### config.mk
export PLATFORM = sky130hd
export DESIGN_NAME = snn_spike_dma_writer
export DESIGN_NICKNAME = d
export VERILOG_FILES = /design/src/rtl/snn_spike_dma_writer.sv
export SDC_FILE = /design/constraint.sdc
export NUM_CORES = 1
export LEC_CHECK = 0
export CORE_MARGIN = 2
export CORE_UTILIZATION = 42
export CTS_CLUSTER_SIZE = 10
export DETAILED_ROUTE_END_ITERATION = 8
export GPL_TIMING_DRIVEN = 1
export PLACE_DENSITY_LB_ADDON = 0.05
export SETUP_SLACK_MARGIN = 0.05
export SLEW_MARGIN = 20
export SYNTH_ARGS = -nofsm -noshare
export SYNTH_HDL_FRONTEND = slang
export SYNTH_SLANG_ARGS = --single-unit
### constraint.sdc
create_clock -name clk -period 7.8 [get_ports clk]
set_input_delay 1.95 -clock clk [delete_from_list [all_inputs] [get_ports clk]]
set_output_delay 1.95 -clock clk [all_outputs]
set_load 0.05 [all_outputs]
### src/rtl/snn_spike_dma_writer.sv
// -----------------------------------------------------------------------------
// snn_spike_dma_writer
//
// Drains the accelerator's output spike stream into a host-owned ring buffer.
// Every accepted 32-bit event ({timestep[31:16], neuron_id[15:0]}) becomes
// one Wishbone classic single write on the dma_* master port. The block keeps
// the ring write pointer, the occupancy seen against the host's rd_ptr, full
// back-pressure (one slot always left empty) and a level-crossing interrupt.
//
// Optional feature macro: SNN_DMA_TIMEOUT_EN
//   defined   -> bus watchdog: a cycle that sees no ack for TIMEOUT_CYCLES
//                cycles is dropped and the sticky err flag is set.
//   undefined -> BUS waits for ack indefinitely, err is constant 0.
//
// Handshake: an event transfers on every rising clk edge where
// spk_valid & spk_ready are both 1. spk_ready is combinational from registered
// state plus enable/flush and never depends on spk_valid.
//
// Ports
//   clk, rst            clock, synchronous active-high reset
//   enable, flush       acceptance enable, one-cycle clear request
//   base_addr           ring base byte address (bits [1:0] ignored)
//   ring_len            ring size in words (2..2^PTR_WIDTH)
//   rd_ptr              host consumer index
//   irq_thresh          level threshold for irq, 0 disables
//   spk_valid/ready/data  event stream input
//   dma_*               Wishbone classic master (write only)
//   wr_ptr, level, full ring status
//   busy                1 while the FSM is in BUS (exposes FSM state)
//   written_cnt         events committed to memory (wraps at 2^32)
//   irq                 one-cycle pulse when a commit crosses irq_thresh
//   err                 sticky bus timeout flag
// -----------------------------------------------------------------------------
module snn_spike_dma_writer #(
  parameter int PTR_WIDTH      = 10,
  parameter int TIMEOUT_CYCLES = 255
) (
  input  logic                 clk,
  input  logic                 rst,
  input  logic                 enable,
  input  logic                 flush,
  input  logic [31:0]          base_addr,
  input  logic [PTR_WIDTH:0]   ring_len,
  input  logic [PTR_WIDTH-1:0] rd_ptr,
  input  logic [PTR_WIDTH:0]   irq_thresh,
  input  logic                 spk_valid,
  input  logic [31:0]          spk_data,
  output logic                 spk_ready,
  output logic [31:0]          dma_adr_o,
  output logic [31:0]          dma_dat_o,
  output logic                 dma_we_o,
  output logic                 dma_stb_o,
  output logic                 dma_cyc_o,
  input  logic                 dma_ack_i,
  output logic [PTR_WIDTH-1:0] wr_ptr,
  output logic [PTR_WIDTH:0]   level,
  output logic                 full,
  output logic                 busy,
  output logic [31:0]          written_cnt,
  output logic                 irq,
  output logic                 err
);

  typedef enum logic {IDLE = 1'b0, BUS = 1'b1} state_t;

  localparam logic [PTR_WIDTH:0]   L_ONE = 1;
  localparam logic [PTR_WIDTH:0]   L_TWO = 2;
  localparam logic [PTR_WIDTH-1:0] P_ONE = 1;

  state_t               state;
  logic                 flush_pend;   // flush seen during BUS, applied on ack
  logic [PTR_WIDTH:0]   wr_ext;
  logic [PTR_WIDTH:0]   rd_ext;
  logic [PTR_WIDTH:0]   ring_last;
  logic [PTR_WIDTH:0]   level_next;
  logic [PTR_WIDTH-1:0] wr_ptr_inc;
  logic [31:0]          slot_addr;
  logic                 accept;
  logic                 drop;
  logic                 flush_hit;

  assign wr_ext    = {1'b0, wr_ptr};
  assign rd_ext    = {1'b0, rd_ptr};
  assign ring_last = ring_len - L_ONE;

  always_comb begin
    level = '0;
    if (wr_ext >= rd_ext) level = wr_ext - rd_ext;
    else                  level = wr_ext + ring_len - rd_ext;
  end

  // A commit can only follow an accept made while not full, so the
  // post-commit level is simply one more than the current one.
  assign level_next = level + L_ONE;

  assign full      = (ring_len < L_TWO) | (level == ring_last);
  assign busy      = (state == BUS);
  assign spk_ready = (state == IDLE) & enable & ~full & ~flush;
  assign accept    = spk_valid & spk_ready;
  assign flush_hit = flush | flush_pend;

  assign wr_ptr_inc = (wr_ext == ring_last) ? '0 : wr_ptr + P_ONE;

  // The slot offset has zero low bits, so the sum's low bits are exactly
  // base_addr[1:0]; masking them gives the word-aligned address.
  assign slot_addr = (base_addr + 32'({wr_ptr, 2'b00})) & 32'hFFFF_FFFC;

`ifdef SNN_DMA_TIMEOUT_EN
  localparam int TO_W = $clog2(TIMEOUT_CYCLES + 1);
  localparam logic [TO_W-1:0] TO_LAST = TO_W'(TIMEOUT_CYCLES - 1);
  localparam logic [TO_W-1:0] TO_ONE  = 1;

  logic [TO_W-1:0] to_cnt;

  // Counter sits at 0 in IDLE, so every BUS entry starts a fresh count.
  always_ff @(posedge clk) begin
    if (rst || state == IDLE) to_cnt <= '0;
    else                      to_cnt <= to_cnt + TO_ONE;
  end

  assign drop = (state == BUS) & ~dma_ack_i & (to_cnt == TO_LAST);

  always_ff @(posedge clk) begin
    if (rst)                                                      err <= 1'b0;
    else if (drop)                                                err <= 1'b1;
    else if ((state == IDLE && flush) || (state == BUS && dma_ack_i && flush_hit))
                                                                  err <= 1'b0;
  end
`else
  assign drop = 1'b0;
  // No watchdog: err is constant 0 (the test is false for any legal
  // TIMEOUT_CYCLES and keeps the parameter referenced in this build).
  assign err  = (TIMEOUT_CYCLES < 0);
`endif

  always_ff @(posedge clk) begin
    if (rst) begin
      state       <= IDLE;
      flush_pend  <= 1'b0;
      dma_adr_o   <= '0;
      dma_dat_o   <= '0;
      dma_we_o    <= 1'b0;
      dma_stb_o   <= 1'b0;
      dma_cyc_o   <= 1'b0;
      wr_ptr      <= '0;
      written_cnt <= '0;
      irq         <= 1'b0;
    end else begin
      irq <= 1'b0;
      case (state)
        IDLE: begin
          if (flush) begin
            wr_ptr      <= '0;
            written_cnt <= '0;
          end else if (accept) begin
            dma_adr_o  <= slot_addr;
            dma_dat_o  <= spk_data;
            dma_we_o   <= 1'b1;
            dma_stb_o  <= 1'b1;
            dma_cyc_o  <= 1'b1;
            flush_pend <= 1'b0;
            state      <= BUS;
          end
        end
        BUS: begin
          if (flush) flush_pend <= 1'b1;
          if (dma_ack_i || drop) begin
            dma_we_o   <= 1'b0;
            dma_stb_o  <= 1'b0;
            dma_cyc_o  <= 1'b0;
            flush_pend <= 1'b0;
            state      <= IDLE;
            if (flush_hit) begin
              // The write landed, but the ring restarts from slot 0.
              wr_ptr      <= '0;
              written_cnt <= '0;
            end else if (dma_ack_i) begin
              wr_ptr      <= wr_ptr_inc;
              written_cnt <= written_cnt + 32'd1;
              irq         <= (irq_thresh != '0) && (level < irq_thresh) &&
                             (level_next >= irq_thresh);
            end
          end
        end
        default: state <= IDLE;
      endcase
    end
  end

endmodule

==> results.txt <==
worst-path maximum fanout: 5
maximum vdd drop: 0.121 mV
pre-CTS WS: -0.00307 ns
drt initial violations: 472
most frequent cells in the layout: clkdlybuf4s50_1, dfxtp_1, a21oi_1, inv_1, o21ai_0
Ys Warns: 0
CTS Sinks: 108
die area: 19700 um^2
RSZ-0062 raised after global routing: false
hold path start: flush_pend
ys flop type: dfxtp_1
max-slew violations: 0
H-tree levels: 3
Reg2Reg Launch Point: wr_ptr[1]
worst hold path depth: 2
vias per cell: 5.30
Setup CP Type: in2out
syn_area_per_cell: 8.01 um^2
# DRC: 0
Async SR Flop Fraction: 0%
Tot Pwr: 1640 uW
final setup fails: 0
post-route design area: 10700 um^2
antenna violations before repair: 0
dpl cells: 1407
most common cell after layout, fill and taps aside: clkdlybuf4s50_1
ratio of cells with drive above 1 in the final layout: 8.28%
largest net degree at the start of global routing: 84
first-pass GRT wire length: 36700 um
crit end category: output pin
Longest Clk Path Bufs: 2
Die Ht: 140 um
number of nets in the layout: 1361
status: complete, no violations
critical path startpoint category: input port
CTS tree: built
Worst slew margin: 33.8%
clock root cell: clkbuf_16
register area share after synthesis: 27.6%
drt first pass iters: 5
Slew @ Worst Pin: 0.993 ns
clock buffer count from CTS: 9
Hold EP: flush_pend
Max-Cap Viols: 0
Initial Utilization: 43.1%
grt ovf: 0
Tmin final: 7.57 ns
clock-pin slew on the worst setup and hold paths: 0.07 ns
worst r2r path cells: 20
#FFs+latches synth: 108
pwr/cell area: 154 nW/um^2
fmax: 132 MHz
via count: 7553
area grow syn2layout: 36.6%
Die W: 140 um
net switching power figure: 550 uW
hold slack final: 0.451 ns
Cells after Synth: 977
R2R Path End: irq
io pins: 227
gp weighted congestion: 0.932
Req. time, crit path: 5.85 ns
Tot GR Track Use: 22.8%
PortBufs: 221
remaining antenna violation count: 0
combinational share of power: 34.4%
mapped cell area: 7830 um^2
cts hold-fix bufs: 0
Synth cell types: 63
Max Clock Skew: 0.00916 ns
Post-synth EDFFs: 0
LEAKAGE: 0.00409 uW
Worst Path Arrival: 5.62 ns
Seq pwr share: 34.7%
clock power share: 30.8%
placed instance area: 10300 um^2
final worst slack: 0.228 ns
routed wire length: 23100 um
worst min-delay path class: reg2reg
crit path from: ring_len[2]
wire length per cell: 16.2 um
Post-DP HPWL: 17600 um
clk_lat worst skew: 0.35 ns
CORE AREA: 18100 um^2
reg2reg setup slack: 3.25 ns
Site Rows: 49
final hold violations: 0
vias in the first global route: 6977
Switching Fraction: 33.5%
Layout Cells excl Fill: 1426
design internal power: 1090 uW
Tcrit/Tclk final: 97.1%
-- synth_stat cells (15+ instances only) --
| cell type | instances | area share (%) |
|---|---|---|
| nand2_1 | 34 | 1.6 |
| nand4_1 | 24 | 1.9 |
| nor3_1 | 23 | 1.5 |
| inv_1 | 84 | 4.0 |
| a21oi_1 | 102 | 6.5 |
| nand2b_1 | 17 | 1.4 |
| ha_1 | 56 | 9.0 |
| xnor2_1 | 66 | 7.4 |
| nor2_1 | 69 | 3.3 |
| clkbuf_1 | 32 | 1.5 |
| nand3_1 | 64 | 4.1 |
| and3_1 | 15 | 1.2 |
| dfxtp_1 | 108 | 28 |
| o21ai_0 | 73 | 4.7 |
| xor2_1 | 34 | 3.8 |
-- flip-flops by register name (all words and copies together) (netlist names) --
signal,flops
busy,1
dma_adr_o,30
dma_cyc_o,1
dma_dat_o,32
flush_pend,1
irq,1
wr_ptr,10
written_cnt,32
-- per-layer routing --
metal | track usage [%] | wire [um] | up-vias
li1 | - | - | 3849
met1 | 32.7 | 11100 | 3459
met2 | 36.0 | 10400 | 225
met3 | 4.00 | 1220 | 20
met4 | 5.00 | 369 | 0
met5 | 0 | 0 | -
-- critical path, cell delays in order --
cell	delay, ns
clkdlybuf4s50_1	0.48
inv_1	0.08
fa_1	0.54
inv_1	0.04
ha_1	0.29
nor2b_2	0.17
o31a_1	0.31
or3_1	0.37
o2111ai_1	0.18
mux2i_4	0.14
inv_2	0.10
xnor2_1	0.09
nor4b_2	0.26
nand4_1	0.20
and3_1	0.22
buf_4	0.19
-- area by class of cell --
class / count / area, um^2
Timing Repair Buffer: 251 / 2420
Fill cell: 1707 / 7460
Tap cell: 229 / 287
Inverter: 85 / 319
Multi-Input combinational cell: 736 / 5160
Clock buffer: 10 / 239
Antenna cell: 1 / 2.50
Clock inverter: 6 / 93.8
Sequential cell: 108 / 2160
-- how the worst max path moves through the flow --
| stage | to | slack (ns) | cells after the start |
|---|---|---|---|
| global placement | spk_ready | 0.04 | 15 |
| detailed placement | spk_ready | -0.003 | 15 |
| CTS | spk_ready | 0.11 | 15 |
| global route | spk_ready | 0.04 | 15 |
| finish | spk_ready | 0.23 | 16 |
| floorplan | spk_ready | 0.16 | 13 |
-- power by group through the flow --
stage	clock (uW)	combinational, uW	sequential [uW]
after CTS	523	557	571
after global placement	0	548	584
final	507	566	571
after global routing	541	614	573
after floorplan	0	308	629
after detailed placement	0	553	584
-- metrics by stage --
step                      util, %   TNS, ns
after floorplan                 -         0
after global placement       56.7         0
after detailed placement     56.7  -0.00307
after CTS                    58.6         0
final                        58.9         0
after global routing         58.9         0
-- logic make-up after synthesis --
logic type	count (synthesis)	synth area share, %
AOI/OAI and AO/OA	251	19.6
xor gates and xnor gates	100	11.2
adders and majority gates	68	12.0
buffers and inverters	135	7.36
DFF	108	27.6
muxes	8	1.74
other	1	0.0479
and+or+nand+nor	306	20.4
-- repair_timing --
item,in CTS,in global routing
pin swaps,2,7
gates resized for setup,1,11
setup buffers,2,0
endpoints found under the setup margin,1,2
Power figures use the tool's default switching activity.
